===== src/rtl/tlul_pkg.sv =====
// TL-UL bus types shared by the gate and its neighbours.
// Response integrity uses a compact parity code over the payload.
package tlul_pkg;

    localparam int TL_AW    = 32;
    localparam int TL_DW    = 32;
    localparam int TL_AIW   = 8;
    localparam int TL_SZW   = 2;
    localparam int TL_DBW   = TL_DW / 8;
    localparam int TL_RSVDW = 9;

    typedef enum logic [2:0] {
        PutFullData    = 3'h0,
        PutPartialData = 3'h1,
        Get            = 3'h4
    } tl_a_op_e;

    typedef enum logic [2:0] {
        AccessAck     = 3'h0,
        AccessAckData = 3'h1
    } tl_d_op_e;

    typedef struct packed {
        logic [TL_RSVDW-1:0] rsvd;
        logic [6:0]          cmd_intg;
        logic [6:0]          data_intg;
    } tl_a_user_t;

    typedef struct packed {
        logic [6:0] rsp_intg;
        logic [6:0] data_intg;
    } tl_d_user_t;

    typedef struct packed {
        logic              a_valid;
        tl_a_op_e          a_opcode;
        logic [2:0]        a_param;
        logic [TL_SZW-1:0] a_size;
        logic [TL_AIW-1:0] a_source;
        logic [TL_AW-1:0]  a_address;
        logic [TL_DBW-1:0] a_mask;
        logic [TL_DW-1:0]  a_data;
        tl_a_user_t        a_user;
        logic              d_ready;
    } tl_h2d_t;

    typedef struct packed {
        logic              d_valid;
        tl_d_op_e          d_opcode;
        logic [2:0]        d_param;
        logic [TL_SZW-1:0] d_size;
        logic [TL_AIW-1:0] d_source;
        logic              d_sink;
        logic [TL_DW-1:0]  d_data;
        tl_d_user_t        d_user;
        logic              d_error;
        logic              a_ready;
    } tl_d2h_t;

    function automatic logic [6:0] tl_intg7(logic [TL_DW-1:0] d);
        logic [6:0] p;
        p = '0;
        for (int k = 0; k < 7; k++) begin
            p[k] = ^(d & (32'h8E1D_4B73 << k)) ^ ^(d & (32'h3C96_A5F1 >> k));
        end
        return p;
    endfunction

endpackage


===== src/rtl/tlul_racl_gate_pkg.sv =====
// Constants and small helpers for the TL-UL RACL gate.
package tlul_racl_gate_pkg;

    import tlul_pkg::*;

    localparam logic [TL_DW-1:0] ErrRspData = '1;

    function automatic logic tl_a_is_read(tl_a_op_e op);
        return op == Get;
    endfunction

    function automatic tl_d_op_e err_rsp_opcode(logic read);
        return read ? AccessAckData : AccessAck;
    endfunction

endpackage


===== src/rtl/top_racl_pkg.sv =====
// Top-level RACL types: roles, policies, error log and helpers.
// Shared by the TL-UL gate and SRAM range checkers.
package top_racl_pkg;

    localparam int NrRaclRoles    = 2;
    localparam int RaclRoleWidth  = 1;
    localparam int NrCtnUidBits   = 8;
    localparam int NrRaclPolicies = 2;

    typedef logic [RaclRoleWidth-1:0] racl_role_t;
    typedef logic [NrRaclRoles-1:0]   racl_role_vec_t;
    typedef logic [NrCtnUidBits-1:0]  ctn_uid_t;

    typedef struct packed {
        racl_role_vec_t read_perm;
        racl_role_vec_t write_perm;
    } racl_policy_t;

    typedef racl_policy_t [NrRaclPolicies-1:0] racl_policy_vec_t;

    typedef struct packed {
        logic                     valid;
        logic                     overflow;
        racl_role_t               racl_role;
        ctn_uid_t                 ctn_uid;
        logic                     read_access;
        logic [tlul_pkg::TL_AW-1:0] request_address;
    } racl_error_log_t;

    function automatic racl_role_t tlul_extract_racl_role_bits(
        logic [tlul_pkg::TL_RSVDW-1:0] rsvd
    );
        return racl_role_t'(rsvd);
    endfunction

    function automatic ctn_uid_t tlul_extract_ctn_uid_bits(
        logic [tlul_pkg::TL_RSVDW-1:0] rsvd
    );
        return ctn_uid_t'(rsvd >> RaclRoleWidth);
    endfunction

    function automatic logic racl_access_allowed(
        racl_policy_t policy,
        racl_role_t   role,
        logic         read
    );
        racl_role_vec_t perm;
        racl_role_vec_t onehot;
        perm   = read ? policy.read_perm : policy.write_perm;
        onehot = racl_role_vec_t'(1) << role;
        return |(perm & onehot);
    endfunction

endpackage


===== src/rtl/tlul_racl_err_log.sv =====
// First-denial log register with overflow flag and clear.
module tlul_racl_err_log
    import tlul_pkg::*;
    import top_racl_pkg::*;
(
    input  logic             clk_i,
    input  logic             rst_ni,
    input  logic             capture_i,
    input  logic             clr_i,
    input  racl_role_t       role_i,
    input  ctn_uid_t         ctn_uid_i,
    input  logic             read_i,
    input  logic [TL_AW-1:0] addr_i,
    output racl_error_log_t  log_o
);

    racl_error_log_t log_q, log_d;

    // Clear first so a same-cycle denial lands as a fresh entry.
    always_comb begin
        log_d = log_q;
        if (clr_i) begin
            log_d = '0;
        end
        if (capture_i) begin
            if (!log_d.valid) begin
                log_d.valid           = 1'b1;
                log_d.overflow        = 1'b0;
                log_d.racl_role       = role_i;
                log_d.ctn_uid         = ctn_uid_i;
                log_d.read_access     = read_i;
                log_d.request_address = addr_i;
            end else begin
                log_d.overflow = 1'b1;
            end
        end
    end

    always_ff @(posedge clk_i or negedge rst_ni) begin
        if (!rst_ni) begin
            log_q <= '0;
        end else begin
            log_q <= log_d;
        end
    end

    assign log_o = log_q;

endmodule


===== src/rtl/tlul_rsp_intg_gen.sv =====
// Regenerates D-channel response and data integrity.
module tlul_rsp_intg_gen
    import tlul_pkg::*;
(
    input  tl_d2h_t tl_i,
    output tl_d2h_t tl_o
);

    logic [TL_DW-1:0] rsp_payload;

    always_comb begin
        rsp_payload           = TL_DW'({tl_i.d_opcode, tl_i.d_size, tl_i.d_error});
        tl_o                  = tl_i;
        tl_o.d_user.rsp_intg  = tl_intg7(rsp_payload);
        tl_o.d_user.data_intg = tl_intg7(tl_i.d_data);
    end

endmodule


===== src/rtl/tlul_racl_gate.sv =====
// TL-UL RACL gate: forwards permitted requests, answers denied
// ones locally with an error response and logs the first denial.
module tlul_racl_gate
    import tlul_pkg::*;
    import top_racl_pkg::*;
    import tlul_racl_gate_pkg::*;
#(
    parameter bit          EnableRacl     = 1'b1,
    parameter int unsigned RaclPolicySel  = 0,
    parameter int unsigned MaxOutstanding = 2
) (
    input  logic             clk_i,
    input  logic             rst_ni,
    input  racl_policy_vec_t racl_policies_i,
    input  tl_h2d_t          tl_h_i,
    output tl_d2h_t          tl_h_o,
    output tl_h2d_t          tl_d_o,
    input  tl_d2h_t          tl_d_i,
    output racl_error_log_t  racl_error_o,
    input  logic             racl_error_clr_i
);

    logic unused_pol;
    assign unused_pol = ^racl_policies_i;

    if (EnableRacl) begin : g_racl

        typedef enum logic [1:0] {
            StIdle,
            StDrain,
            StErrRsp
        } state_e;

        localparam int unsigned CntW = $clog2(MaxOutstanding + 1);
        localparam logic [CntW-1:0] CntMax = CntW'(MaxOutstanding);

        state_e            state_q, state_d;
        logic [CntW-1:0]   cnt_q, cnt_d;
        logic [TL_AIW-1:0] src_q;
        logic [TL_SZW-1:0] size_q;
        logic              read_q;

        racl_role_t role;
        logic       is_read;
        logic       allowed;
        logic       cnt_full;
        logic       cnt_zero;
        logic       deny_acc;
        logic       fwd_hs;
        logic       dev_d_hs;
        tl_d2h_t    err_rsp;
        tl_d2h_t    err_rsp_intg;

        assign role     = tlul_extract_racl_role_bits(tl_h_i.a_user.rsvd);
        assign is_read  = tl_a_is_read(tl_h_i.a_opcode);
        assign allowed  = racl_access_allowed(racl_policies_i[RaclPolicySel],
                                              role, is_read);
        assign cnt_full = cnt_q == CntMax;
        assign cnt_zero = cnt_q == '0;

        always_comb begin
            err_rsp          = '0;
            err_rsp.d_valid  = 1'b1;
            err_rsp.d_opcode = err_rsp_opcode(read_q);
            err_rsp.d_size   = size_q;
            err_rsp.d_source = src_q;
            err_rsp.d_data   = ErrRspData;
            err_rsp.d_error  = 1'b1;
        end

        tlul_rsp_intg_gen u_rsp_intg (
            .tl_i (err_rsp),
            .tl_o (err_rsp_intg)
        );

        always_comb begin
            state_d        = state_q;
            deny_acc       = 1'b0;
            tl_d_o         = tl_h_i;
            tl_d_o.a_valid = 1'b0;
            tl_h_o         = tl_d_i;
            tl_h_o.a_ready = 1'b0;
            unique case (state_q)
                StIdle: begin
                    if (tl_h_i.a_valid && !allowed) begin
                        if (cnt_zero) begin
                            tl_h_o.a_ready = 1'b1;
                            deny_acc       = 1'b1;
                            state_d        = StErrRsp;
                        end else begin
                            state_d = StDrain;
                        end
                    end else begin
                        tl_d_o.a_valid = tl_h_i.a_valid && !cnt_full;
                        tl_h_o.a_ready = tl_d_i.a_ready && !cnt_full;
                    end
                end
                // Hold the denied request until earlier device responses return.
                StDrain: begin
                    if (!tl_h_i.a_valid) begin
                        state_d = StIdle;
                    end else if (cnt_zero) begin
                        tl_h_o.a_ready = 1'b1;
                        deny_acc       = 1'b1;
                        state_d        = StErrRsp;
                    end
                end
                StErrRsp: begin
                    tl_h_o         = err_rsp_intg;
                    tl_d_o.d_ready = 1'b0;
                    if (tl_h_i.d_ready) begin
                        state_d = StIdle;
                    end
                end
                default: begin
                    state_d = StIdle;
                end
            endcase
        end

        assign fwd_hs   = tl_d_o.a_valid & tl_d_i.a_ready;
        assign dev_d_hs = tl_d_i.d_valid & tl_d_o.d_ready;

        always_comb begin
            cnt_d = cnt_q;
            if (fwd_hs && !dev_d_hs && !cnt_full) begin
                cnt_d = cnt_q + 1'b1;
            end else if (dev_d_hs && !fwd_hs && !cnt_zero) begin
                cnt_d = cnt_q - 1'b1;
            end
        end

        always_ff @(posedge clk_i or negedge rst_ni) begin
            if (!rst_ni) begin
                state_q <= StIdle;
                cnt_q   <= '0;
                src_q   <= '0;
                size_q  <= '0;
                read_q  <= 1'b0;
            end else begin
                state_q <= state_d;
                cnt_q   <= cnt_d;
                if (deny_acc) begin
                    src_q  <= tl_h_i.a_source;
                    size_q <= tl_h_i.a_size;
                    read_q <= is_read;
                end
            end
        end

        tlul_racl_err_log u_err_log (
            .clk_i     (clk_i),
            .rst_ni    (rst_ni),
            .capture_i (deny_acc),
            .clr_i     (racl_error_clr_i),
            .role_i    (role),
            .ctn_uid_i (tlul_extract_ctn_uid_bits(tl_h_i.a_user.rsvd)),
            .read_i    (is_read),
            .addr_i    (tl_h_i.a_address),
            .log_o     (racl_error_o)
        );

    end else begin : g_bypass

        assign tl_d_o       = tl_h_i;
        assign tl_h_o       = tl_d_i;
        assign racl_error_o = '0;

        logic unused_bypass;
        assign unused_bypass = ^{clk_i, rst_ni, racl_error_clr_i};

    end

endmodule


===== config.mk =====
export PLATFORM = sky130hd
export DESIGN_NAME = tlul_racl_gate
export DESIGN_NICKNAME = d
export VERILOG_FILES = /design/src/rtl/tlul_pkg.sv /design/src/rtl/tlul_racl_gate_pkg.sv /design/src/rtl/top_racl_pkg.sv /design/src/rtl/tlul_racl_err_log.sv /design/src/rtl/tlul_rsp_intg_gen.sv /design/src/rtl/tlul_racl_gate.sv
export SDC_FILE = /design/constraint.sdc
export NUM_CORES = 1
export LEC_CHECK = 0
export BUFFER_PORTS_ARGS = -buffer_cell sky130_fd_sc_hd__buf_2
export CORE_AREA = 5 5 153 155
export DETAILED_ROUTE_END_ITERATION = 8
export DIE_AREA = 0 0 158 160
export PLACE_DENSITY = 0.55
export SLEW_MARGIN = 20
export SYNTH_ARGS = -nofsm -noshare
export SYNTH_HDL_FRONTEND = slang
export SYNTH_SLANG_ARGS = --single-unit

===== constraint.sdc =====
create_clock -name clk_i -period 4.6 [get_ports clk_i]
set_clock_uncertainty 0.1 [all_clocks]
set_input_delay 0.46 -clock clk_i [delete_from_list [all_inputs] [get_ports clk_i]]
set_output_delay 0.46 -clock clk_i [all_outputs]
set_load 0.02 [all_outputs]

# Yosys cells after proc, flatten, opt, wreduce, memory -nomap -nowiden
# Cells that the tools add are included.
# Widths: inputs -> output; s select.
# op_classes
n_addsub	2
eq_ne	7
shift	1
mux	24
n_bitwise	9
reduce_logical	31
# ops
op	count
$reduce_xor 32->1	10
$reduce_xor 32->1 const A	3
$mux 44	2
$mux 65	1
$mux 42	1
$mux 2	8
$mux 1	9
$logic_and 1x1->1	7
$pmux 2 s3	1
$xor 1x1->1	6
$logic_not 1->1	5
$eq 2x2->1 const B	2
$logic_not 2->1	2
$ne 2x2->1 const B	2
$pmux 1 s2	2
$reduce_bool 2->1	2
$eq 3x3->1 const B	1
$ne 3x3->1 const B	1
$reduce_and 3->1	1
$add 2x1->2 const B	1
$and 1x1->1	2
$and 2x2->2	1
$eq 2x1->1 const B	1
$reduce_or 2->1	1
2 further kinds	2
# word_totals
ff_bits	59
in_bits	186
word_cells	85

# Longest topological paths before layout
# Gate-level depths: netlist (run 1).
# logic_depth
depth_word	14
depth_mapped	6
ltp_nobuf	4

# By module
# From an unflattened synthesis (run 1), not the netlist that was laid out.
# unflattened
cells_unflattened	708
area_unflattened_um2	5952.0
# by_module_without_submodules
module	n_inst	cells_each	area_per_inst_um2
tlul_racl_gate	1	386	2461.1
tlul_racl_err_log	1	195	2267.2
tlul_rsp_intg_gen	1	127	1223.7

# Worst setup path after synthesis (run 1)
# No wires, ideal clock.
# synth_timing
path_type	input-to-output
start	input port tl_h_i[106] (netlist bit)
end	output port tl_d_o[108] (netlist bit)
arrival_time_ns	1.857
setup_slack_ns	2.183
cell_stages	3
path_buffers	0
path_cell_list	nor3b_2 -> mux2_2 -> nor4_1
# synth_rtl
element	line	rtl
from (decl)	tlul_racl_gate.sv:15	input tl_h2d_t tl_h_i,
to (decl)	tlul_racl_gate.sv:17	output tl_h2d_t tl_d_o,

==> impl_metrics.ini, run 1 <==
[floorplan]
row_count = 54
core-area_mm2 = 0.0217
die_height_um = 160
initial_core_util_pct = 17.4
num_io_pins = 405
die_x_um = 158
dieArea_mm2 = 0.0253

[synthesis]
syn_area_per_cell_um2 = 9.98
ys_types = 40
ys_seq_elements = 59
synth_cells = 379
ys_warn_count = 0
ys.flop_type = dfrtp_1
async_flop_share_pct = 100
synth_nets = 565
synth_edf_count = 0
synthesis.area_mm2 = 0.00378
yosysSeqAreaShare_pct = 39.0

[pwr]
peakVddDrop_uv = 171
power_density_mw_per_mm2 = 603
power.leakage_nw = 2.75

[timing]
slew_headroom_pct = 47.1
finalHoldViolations = 0
maxSlewViolCount = 0
holdWs_ns = 0.200
fin_crit_sh_pct = 61.8
grt_setup_unrepaired = no
period_needed_ns = 2.84
setup_viol = 0
tightest_slew_ns = 0.794
fmax_mhz = 352
finalSetupTns_ns = 0

[global_route]
grt_pass1_vias = 3250
grt_max_degree = 60
antenna_found_initial = 3
track_usage_pct = 10.7
grt_pass1_wl_um = 20100
grt_overflow = 0

[worst_setup_path]
startpoint_type = flip-flop
worstPathMaxFanout = 44
worstPathArrival_ns = 2.28
crit_type = flip-flop to output port
cp_num_buf_inv = 2
crit_path_end_kind = output port
slowest_stage = nand2b_2
required_ns = 4.04
critPathMaxStageDelay_ns = 0.70
r2r_setup_slack_ns = 2.41
crit_chain = nand2b_2, buf_4, nand2b_1, buf_2
worst_path_dominant_cell_family = simple AND/OR/NAND/NOR gates

[final_layout]
final_cell_count_no_fill = 848
seqCellArea_mm2 = 0.00148
multi_input_area_mm2 = 0.00136
nets = 749
area_delta_synth_final_pct = 32.1
utilization_pct = 23.0
fillers = 2415
drive_gt1_share_pct = 59.0
antennaDiodeCount = 0

[clock_tree]
clock_latency_ns = 0.33
htreeDepth = 3
cts_tree = yes
clk_pin_slew_ns = 0.06
cts_resized = 0
cts.sinks = 59
cts_buffers = 9
hold_buffers = 0
clock_path_buffers = 2
root_buffer = clkbuf_16
postCtsSetupBuffers = 0

[route]
wl_um = 14400
dr.first_iter.drc_count = 120
num_vias = 3340
antenna_left = 0
avgViaCountPerCell = 3.94
wl_per_cell_um = 17.0
drtPass1Iterations = 4
drc = 0

[min_path]
worstHoldPathType = primary input to async pin

[run_status]
status = complete, no violations

[job]
maxCapViolations = 0

[place]
gp_congestion = 0.751
post-dp-hpwl_um = 11700
placed_cells = 832
io_buffers = 294
==> stage by stage <==
stage	power, W	cell area, um^2	setup slack (ns)
after floorplan	0.00193	3780	2.18
after global placement	0.00238	4700	1.78
after detailed placement	0.00239	4700	1.77
after CTS	0.00310	4990	1.69
after global routing	0.00322	4990	1.49
final	0.00301	4990	1.76
==> power breakdown <==
group | internal (W) | switching [W] | total, W
registers | 0.000705 | 0.000129 | 0.000834
clock network | 0.000431 | 0.000237 | 0.000668
logic | 0.000540 | 0.000971 | 0.00151
==> routing by layer <==
metal / global-route usage, % / part of all wire (%) / up-vias
li1: - / - / 1551
met1: 11.5 / 37 / 1536
met2: 18.3 / 49 / 210
met3: 4.30 / 11 / 37
met4: 4.85 / 2.9 / 6
met5: 0 / 0.37 / -
==> cells by family (layout without fill, tap and decap cells) <==
kind of cell | count (synthesis) | count (layout) | share of synthesized area [%]
AOI/OAI and AO/OA | 58 | 58 | 14.0
DFF | 59 | 59 | 39.0
muxes | 15 | 15 | 4.37
buffers and inverters | 128 | 317 | 25.2
xor gates and xnor gates | 2 | 2 | 0.463
and+or+nand+nor | 117 | 117 | 16.9
==> synthesized netlist by cell type (2+ instances only) <==
master | n | share of area, %
buf_4 | 108 | 21
dfrtp_1 | 59 | 39
a22o_1 | 41 | 9.5
nand2_1 | 39 | 3.9
nand2b_1 | 36 | 6.0
and2_1 | 15 | 2.5
mux2_2 | 12 | 3.6
buf_6 | 9 | 2.7
nor2_1 | 9 | 0.89
clkbuf_1 | 7 | 0.70
mux2i_1 | 3 | 0.79
nand3_1 | 3 | 0.40
nor2b_1 | 3 | 0.50
a21o_1 | 2 | 0.40
a31oi_1 | 2 | 0.33
and4_1 | 2 | 0.46
inv_1 | 2 | 0.20
nand4_1 | 2 | 0.33
nor4b_1 | 2 | 0.46
o21ai_0 | 2 | 0.26
o311ai_0 | 2 | 0.46
==> path summary, 6_finish.rpt <==
kind	startpoint	endpoint	cells past startpoint
max reg2reg	g_racl.state_q[0]$_DFFE_PN0P_	g_racl.cnt_q[1]$_DFFE_PN0P_	4
max	g_racl.state_q[0]$_DFFE_PN0P_	tl_h_o[44]	4
min in group clk_i	tl_h_i[19]	g_racl.u_err_log.log_o[36]$_DFF_PN0_	2
min reg2reg	g_racl.u_err_log.log_o[8]$_DFF_PN0_	g_racl.u_err_log.log_o[8]$_DFF_PN0_	1
max in group asynchronous	rst_ni	g_racl.u_err_log.log_o[8]$_DFF_PN0_	2
min	rst_ni	g_racl.u_err_log.log_o[6]$_DFF_PN0_	2
==> cells in the final DEF, fill, tap and decap left out, types with 2 or more instances in the layout <==
cell       synthesis  final
inv_1              2      2
nand2b_1          36     35
nand3_1            3      3
nor2_1             9      9
a31oi_1            2      2
and2_1            15     15
buf_2              1    294
clkinv_2           0      3
nor2b_1            3      2
mux2_2            12     12
and4_1             2      2
nor4b_1            2      2
mux2i_1            3      3
a22o_1            41     41
o311ai_0           2      2
o21ai_0            2      2
nand2_1           39     39
a21o_1             2      2
buf_4            108      5
dfrtp_1           59     59
nand4_1            2      2
clkbuf_16          0      9
==> final cells by class <==
| type | count | share of cell area (%) |
|---|---|---|
| repair buffers | 299 | 30.2 |
| flip-flops and latches | 59 | 29.6 |
| multi-input cells | 192 | 27.1 |
| well taps | 280 | 7.02 |
| clock buffers | 11 | 4.86 |
| clock inverters | 5 | 1.05 |
| inverters | 2 | 0.150 |
==> registers in the layout (all words and copies together), names as in the netlist <==
| name | flops |
|---|---|
| g_racl.read_q | 1 |
| g_racl.src_q | 8 |
| g_racl.state_q | 2 |
| g_racl.size_q | 2 |
| g_racl.u_err_log.log_o | 44 |
| g_racl.cnt_q | 2 |
==> worst register-to-register path: stages (launching register included) <==
cell and delay, ns:
dfrtp_1 0.51, nand2b_2 0.61, and3_1 0.42, o311ai_0 0.29
o21ai_0 0.13
(Power assumes the default switching activity.)
==> run 2, diff against run 1 <==
- PLACE_DENSITY: 0.55 -> 0.57
- clock period: 4.6 -> 2.45 ns (I/O delays scaled with it)
==> run 2 against run 1 <==
Compared with the run above: core utilization increased by 0.46 points; routed wire length decreased by 2.4%; global-route usage decreased by 0.15 points; power increased by 89%; critical path type unchanged; setup slack got worse by 1.7 ns; register-to-register slack got worse by 2.0 ns; critical endpoint is now tl_h_o[0]; highest routed layer is now met4; largest power group unchanged.
==> impl_metrics.ini, run 2 (synthesis gave the netlist of run 1 again) <==
[global_route]
grt_pass1_vias = 3348
track_usage_pct = 10.6
antenna_found_initial = 0
grt_overflow = 0
grt_max_degree = 69
grt_pass1_wl_um = 20100

[min_path]
holdPathStages = 2
worstHoldPathType = primary input to flip-flop

[clock_tree]
clock_latency_ns = 0.33
root_buffer = clkbuf_16
cts_buffers = 9
clock_path_buffers = 2
cts.sinks = 59
clk_pin_slew_ns = 0.05
cts_tree = yes
postCtsSetupBuffers = 0
htreeDepth = 3

[final_layout]
utilization_pct = 23.5
design_area_mm2 = 0.00509
mostFrequentLayoutCells = buf_2 (293), dfrtp_1 (58), a22o_1 (41), nand2_1 (39), nand2b_1 (35)
largest_register_ffs = 44
final_cell_count_no_fill = 853
final_common_cell = buf_2
antennaDiodeCount = 0
nets = 754
drive_gt1_share_pct = 59.3
fillers = 2386
area_delta_synth_final_pct = 34.7

[floorplan]
initial_core_util_pct = 17.4
die_height_um = 160
num_io_pins = 405
row_count = 54
core-area_mm2 = 0.0217
die_x_um = 158
dieArea_mm2 = 0.0253

[place]
placed_cells = 836
post-dp-hpwl_um = 11500
io_buffers = 294
gp_congestion = 0.703
dpl-instance-area_mm2 = 0.00478

[route]
antenna_left = 0
drtPass1Iterations = 4
avgViaCountPerCell = 3.87
num_vias = 3305
wl_per_cell_um = 16.5
drc = 0
dr.first_iter.drc_count = 105
wl_um = 14000

[worst_setup_path]
rr_worst_depth = 5
crit_path_end_kind = output port
worst_path_dominant_cell_family = simple AND/OR/NAND/NOR gates
crit_type = flip-flop to output port
crit_chain = nor2b_1, or4b_2, a32oi_2, buf_4
worstPathArrival_ns = 2.01
worstPathMaxFanout = 7
cp_num_buf_inv = 1
required_ns = 2.11
startpoint_type = flip-flop
critPathMaxStageDelay_ns = 0.63
cp.depth = 4
slowest_stage = or4b_2

[timing]
finalSetupTns_ns = 0
setup_viol = 0
finalHoldViolations = 0
slew_headroom_pct = 63.9
fin_crit_sh_pct = 96.1
tightest_slew_ns = 0.533
grt_setup_unrepaired = no
period_needed_ns = 2.35
fmax_mhz = 425
holdWs_ns = 0.0409
maxSlewViolCount = 0

[job]
maxCapViolations = 0

[pwr]
power_density_mw_per_mm2 = 1120
peakVddDrop_uv = 307
power.leakage_nw = 2.79

[run_status]
status = complete, no violations
==> run 2: cell count changes in the layout (fill, tap and decap cells not counted), sizes merged <==
| cell | before | now |
|---|---|---|
| buf | 299 | 303 |
| clkbuf | 11 | 10 |
| clkinv | 3 | 2 |
| clkinvlp | 1 | 3 |
| dlygate4sd3 | 0 | 1 |
==> run 2: where the power goes <==
part | total [W] | internal (W) | switching (W)
Sequential | 0.00157 | 0.00133 | 0.000239
Combinational | 0.00289 | 0.00108 | 0.00181
Clock | 0.00124 | 0.000786 | 0.000457
Total | 0.00570 | 0.00319 | 0.00251
==> run 2: path summary, 6_finish.rpt <==
path	start	endpoint	slack [ns]
max in group asynchronous	rst_ni	g_racl.cnt_q[0]$_DFFE_PN0P_	1.58
setup reg to reg	g_racl.cnt_q[0]$_DFFE_PN0P_	g_racl.u_err_log.log_o[21]$_DFF_PN0_	0.44
hold / removal	tl_h_i[61]	g_racl.u_err_log.log_o[1]$_DFF_PN0_	0.04
setup / recovery	g_racl.cnt_q[1]$_DFFE_PN0P_	tl_h_o[0]	0.1
min in group asynchronous	rst_ni	g_racl.u_err_log.log_o[30]$_DFF_PN0_	0.39
hold reg to reg	g_racl.u_err_log.log_o[8]$_DFF_PN0_	g_racl.u_err_log.log_o[8]$_DFF_PN0_	0.39
==> run 2: what timing repair did <==
action | in CTS | in global routing
hold buffers | 1 | 0
gates resized for setup | 0 | 3
hold endpoints to repair | 59 | 0
endpoints found under the setup margin | 0 | 1
==> run 2: worst register-to-register path, cell delays in order, from the launching register on <==
cell and delay, ns:
dfrtp_2 0.46, or4b_4 0.60, o21ai_4 0.17, o31ai_4 0.10, buf_12 0.18, a22o_1 0.29
==> run 2: final cells by class <==
type | instances | area (um^2) | area share (%)
clock buffers | 10 | 229 | 4.50
multi-input cells | 192 | 1360 | 26.7
well taps | 280 | 350 | 6.88
clock inverters | 6 | 66.3 | 1.30
repair buffers | 304 | 1600 | 31.4
flip-flops and latches | 59 | 1480 | 29.0
inverters | 2 | 7.51 | 0.147
==> run 2: per-layer routing <==
layer / up-vias / GRT usage [%] / routed length, um
met1: 1496 / 11.1 / 5090
met4: 0 / 4.15 / 302
li1: 1564 / - / -
met5: - / 0 / 0
met3: 32 / 3.87 / 1490
met2: 213 / 18.9 / 7160
==> run 2: per-stage QoR <==
stage	total power [W]	worst slack [ns]
5_1_grt	0.00611	0.0232
3_3_place_gp	0.00452	0.316
3_5_place_dp	0.00454	0.291
4_1_cts	0.00586	0.0278
6_report	0.00570	0.0965
2_1_floorplan	0.00362	0.463
==> run 3, diff against run 2 <==
- BUFFER_PORTS_ARGS: -buffer_cell sky130_fd_sc_hd__buf_2 -> not set
- CORE_AREA: 5 5 153 155 -> 5 5 152 154
- DIE_AREA: 0 0 158 160 -> 0 0 157 159
- DONT_BUFFER_PORTS: not set -> 1
- PLACE_DENSITY: 0.57 -> 0.4
- REMOVE_ABC_BUFFERS: not set -> 1
==> run 3 against run 2 <==
Compared with the run above: critical path type unchanged; sequential power increased by 24%; cell count decreased by 27%; setup slack improved by 0.0075 ns; design area decreased by 17%; critical path depth unchanged.
==> impl_metrics.ini, run 3 (synthesis gave the netlist of run 1 again) <==
[clock_tree]
clock_latency_ns = 0.33
clock_path_buffers = 2
root_buffer = clkbuf_16
cts_tree = yes
cts_buffers = 9
cts.sinks = 59
clk_pin_slew_ns = 0.06
htreeDepth = 3

[worst_setup_path]
required_ns = 2.11
crit_type = flip-flop to output port
worstPathMaxFanout = 10
startpoint_type = flip-flop
crit_path_end_kind = output port
worstPathArrival_ns = 2.00

[timing]
setup_viol = 0
finalHoldViolations = 0
grt_setup_unrepaired = no
tightest_slew_ns = 0.489
slew_headroom_pct = 66.9
maxSlewViolCount = 0
period_needed_ns = 2.35
holdWs_ns = 0.0409
fmax_mhz = 426
fin_crit_sh_pct = 95.8
finalSetupTns_ns = 0

[place]
post-dp-hpwl_um = 11900
io_buffers = 0
gp_congestion = 0.661

[global_route]
antenna_found_initial = 2
track_usage_pct = 11.6
grt_pass1_vias = 2819
grt_overflow = 0
grt_pass1_wl_um = 20300
grt_max_degree = 60

[route]
avgViaCountPerCell = 4.27
wl_um = 15400
wl_per_cell_um = 24.8
antenna_left = 0
drtPass1Iterations = 4
dr.first_iter.drc_count = 87
drc = 0
num_vias = 2649

[final_layout]
nets = 519
seqCellArea_mm2 = 0.00148
mostFrequentLayoutCells = dfrtp_1 (59), dlygate4sd3_1 (53), a22o_1 (41), nand2_1 (39), nand2b_1 (35)
multi_input_area_mm2 = 0.00136
largest_register_ffs = 44
final_common_cell = dfrtp_1
drive_gt1_share_pct = 15.4
area_delta_synth_final_pct = 12.3
fillers = 2344

[pwr]
power.leakage_nw = 1.86
power_density_mw_per_mm2 = 1260
peakVddDrop_uv = 334

[floorplan]
initial_core_util_pct = 17.5
die_height_um = 159
num_io_pins = 405
row_count = 54
dieArea_mm2 = 0.0250
die_x_um = 157
core-area_mm2 = 0.0216

[job]
maxCapViolations = 0

[run_status]
status = complete, no violations

[min_path]
worstHoldPathType = primary input to flip-flop
run 3: cell count changes in the layout (fill, tap and decap cells not counted), sizes merged:
cell / delta
dlygate4sd3: +52
clkinv: -1
buf: -287
bufinv: +1
clkinvlp: -2
diode: +2
clkbuf: +2
run 3: cell type report:
class	instances	area share, %
diodes	2	0.118
clock buffers	12	6.04
clock inverters	4	1.71
inverters	2	0.177
multi-input cells	192	32.0
flip-flops and latches	59	34.8
well taps	280	8.25
repair buffers	69	17.0
run 3: critical path, stage by stage, from the launching register on:
cell	delay, ns
dfrtp_1	0.51
nor2b_1	0.17
or4b_2	0.62
a32oi_1	0.20
buf_4	0.17
run 3: stage by stage:
step / utilization (%) / total power, W / area (um^2) / setup slack, ns / instances
finish: 19.7 / 0.00536 / 4250 / 0.104 / 620
global route: 19.7 / 0.00567 / 4250 / 0.0296 / 619
CTS: 19.7 / 0.00548 / 4240 / 0.0820 / 618
detailed placement: 15.5 / 0.00389 / 3350 / 0.344 / 548
global placement: 15.5 / 0.00385 / 3350 / 0.387 / 548
floorplan: - / 0.00324 / 2830 / -0.156 / 253
run 3: timing repair:
action                                  CTS  global route
hold buffers                             54             0
hold endpoints to repair                111             0
endpoints found under the setup margin    0             1
resized for setup                         0             1
setup buffers                             0             0
run 3: worst paths after layout:
| path | startpoint | end | slack [ns] | cells past startpoint |
|---|---|---|---|---|
| min | tl_h_i[108] | g_racl.state_q[0]$_DFFE_PN0P_ | 0.04 | 2 |
| max | g_racl.cnt_q[0]$_DFFE_PN0P_ | tl_h_o[0] | 0.10 | 4 |
| max in group asynchronous | rst_ni | g_racl.u_err_log.log_o[2]$_DFF_PN0_ | 1.58 | 2 |
| min reg2reg | g_racl.src_q[2]$_DFFE_PN0P_ | g_racl.src_q[2]$_DFFE_PN0P_ | 0.41 | 1 |
| min in group asynchronous | rst_ni | g_racl.u_err_log.log_o[32]$_DFF_PN0_ | 0.36 | 2 |
| max reg2reg | g_racl.cnt_q[0]$_DFFE_PN0P_ | g_racl.u_err_log.log_o[26]$_DFF_PN0_ | 0.38 | 5 |
run 3: power breakdown:
part | switching [W] | total [W] | leakage (nW) | internal (W)
logic | 0.00127 | 0.00199 | 0.920 | 0.000726
registers | 0.000619 | 0.00194 | 0.780 | 0.00132
clock network | 0.000480 | 0.00143 | 0.159 | 0.000945
run 3: per-layer routing:
layer / wire (um) / vias to the layer above / GRT usage [%]
met5: 77 / - / 2.38
met4: 155 / 2 / 3.35
met3: 2780 / 12 / 9.27
met2: 6860 / 341 / 17.7
met1: 5480 / 1209 / 12.0
li1: - / 1085 / -
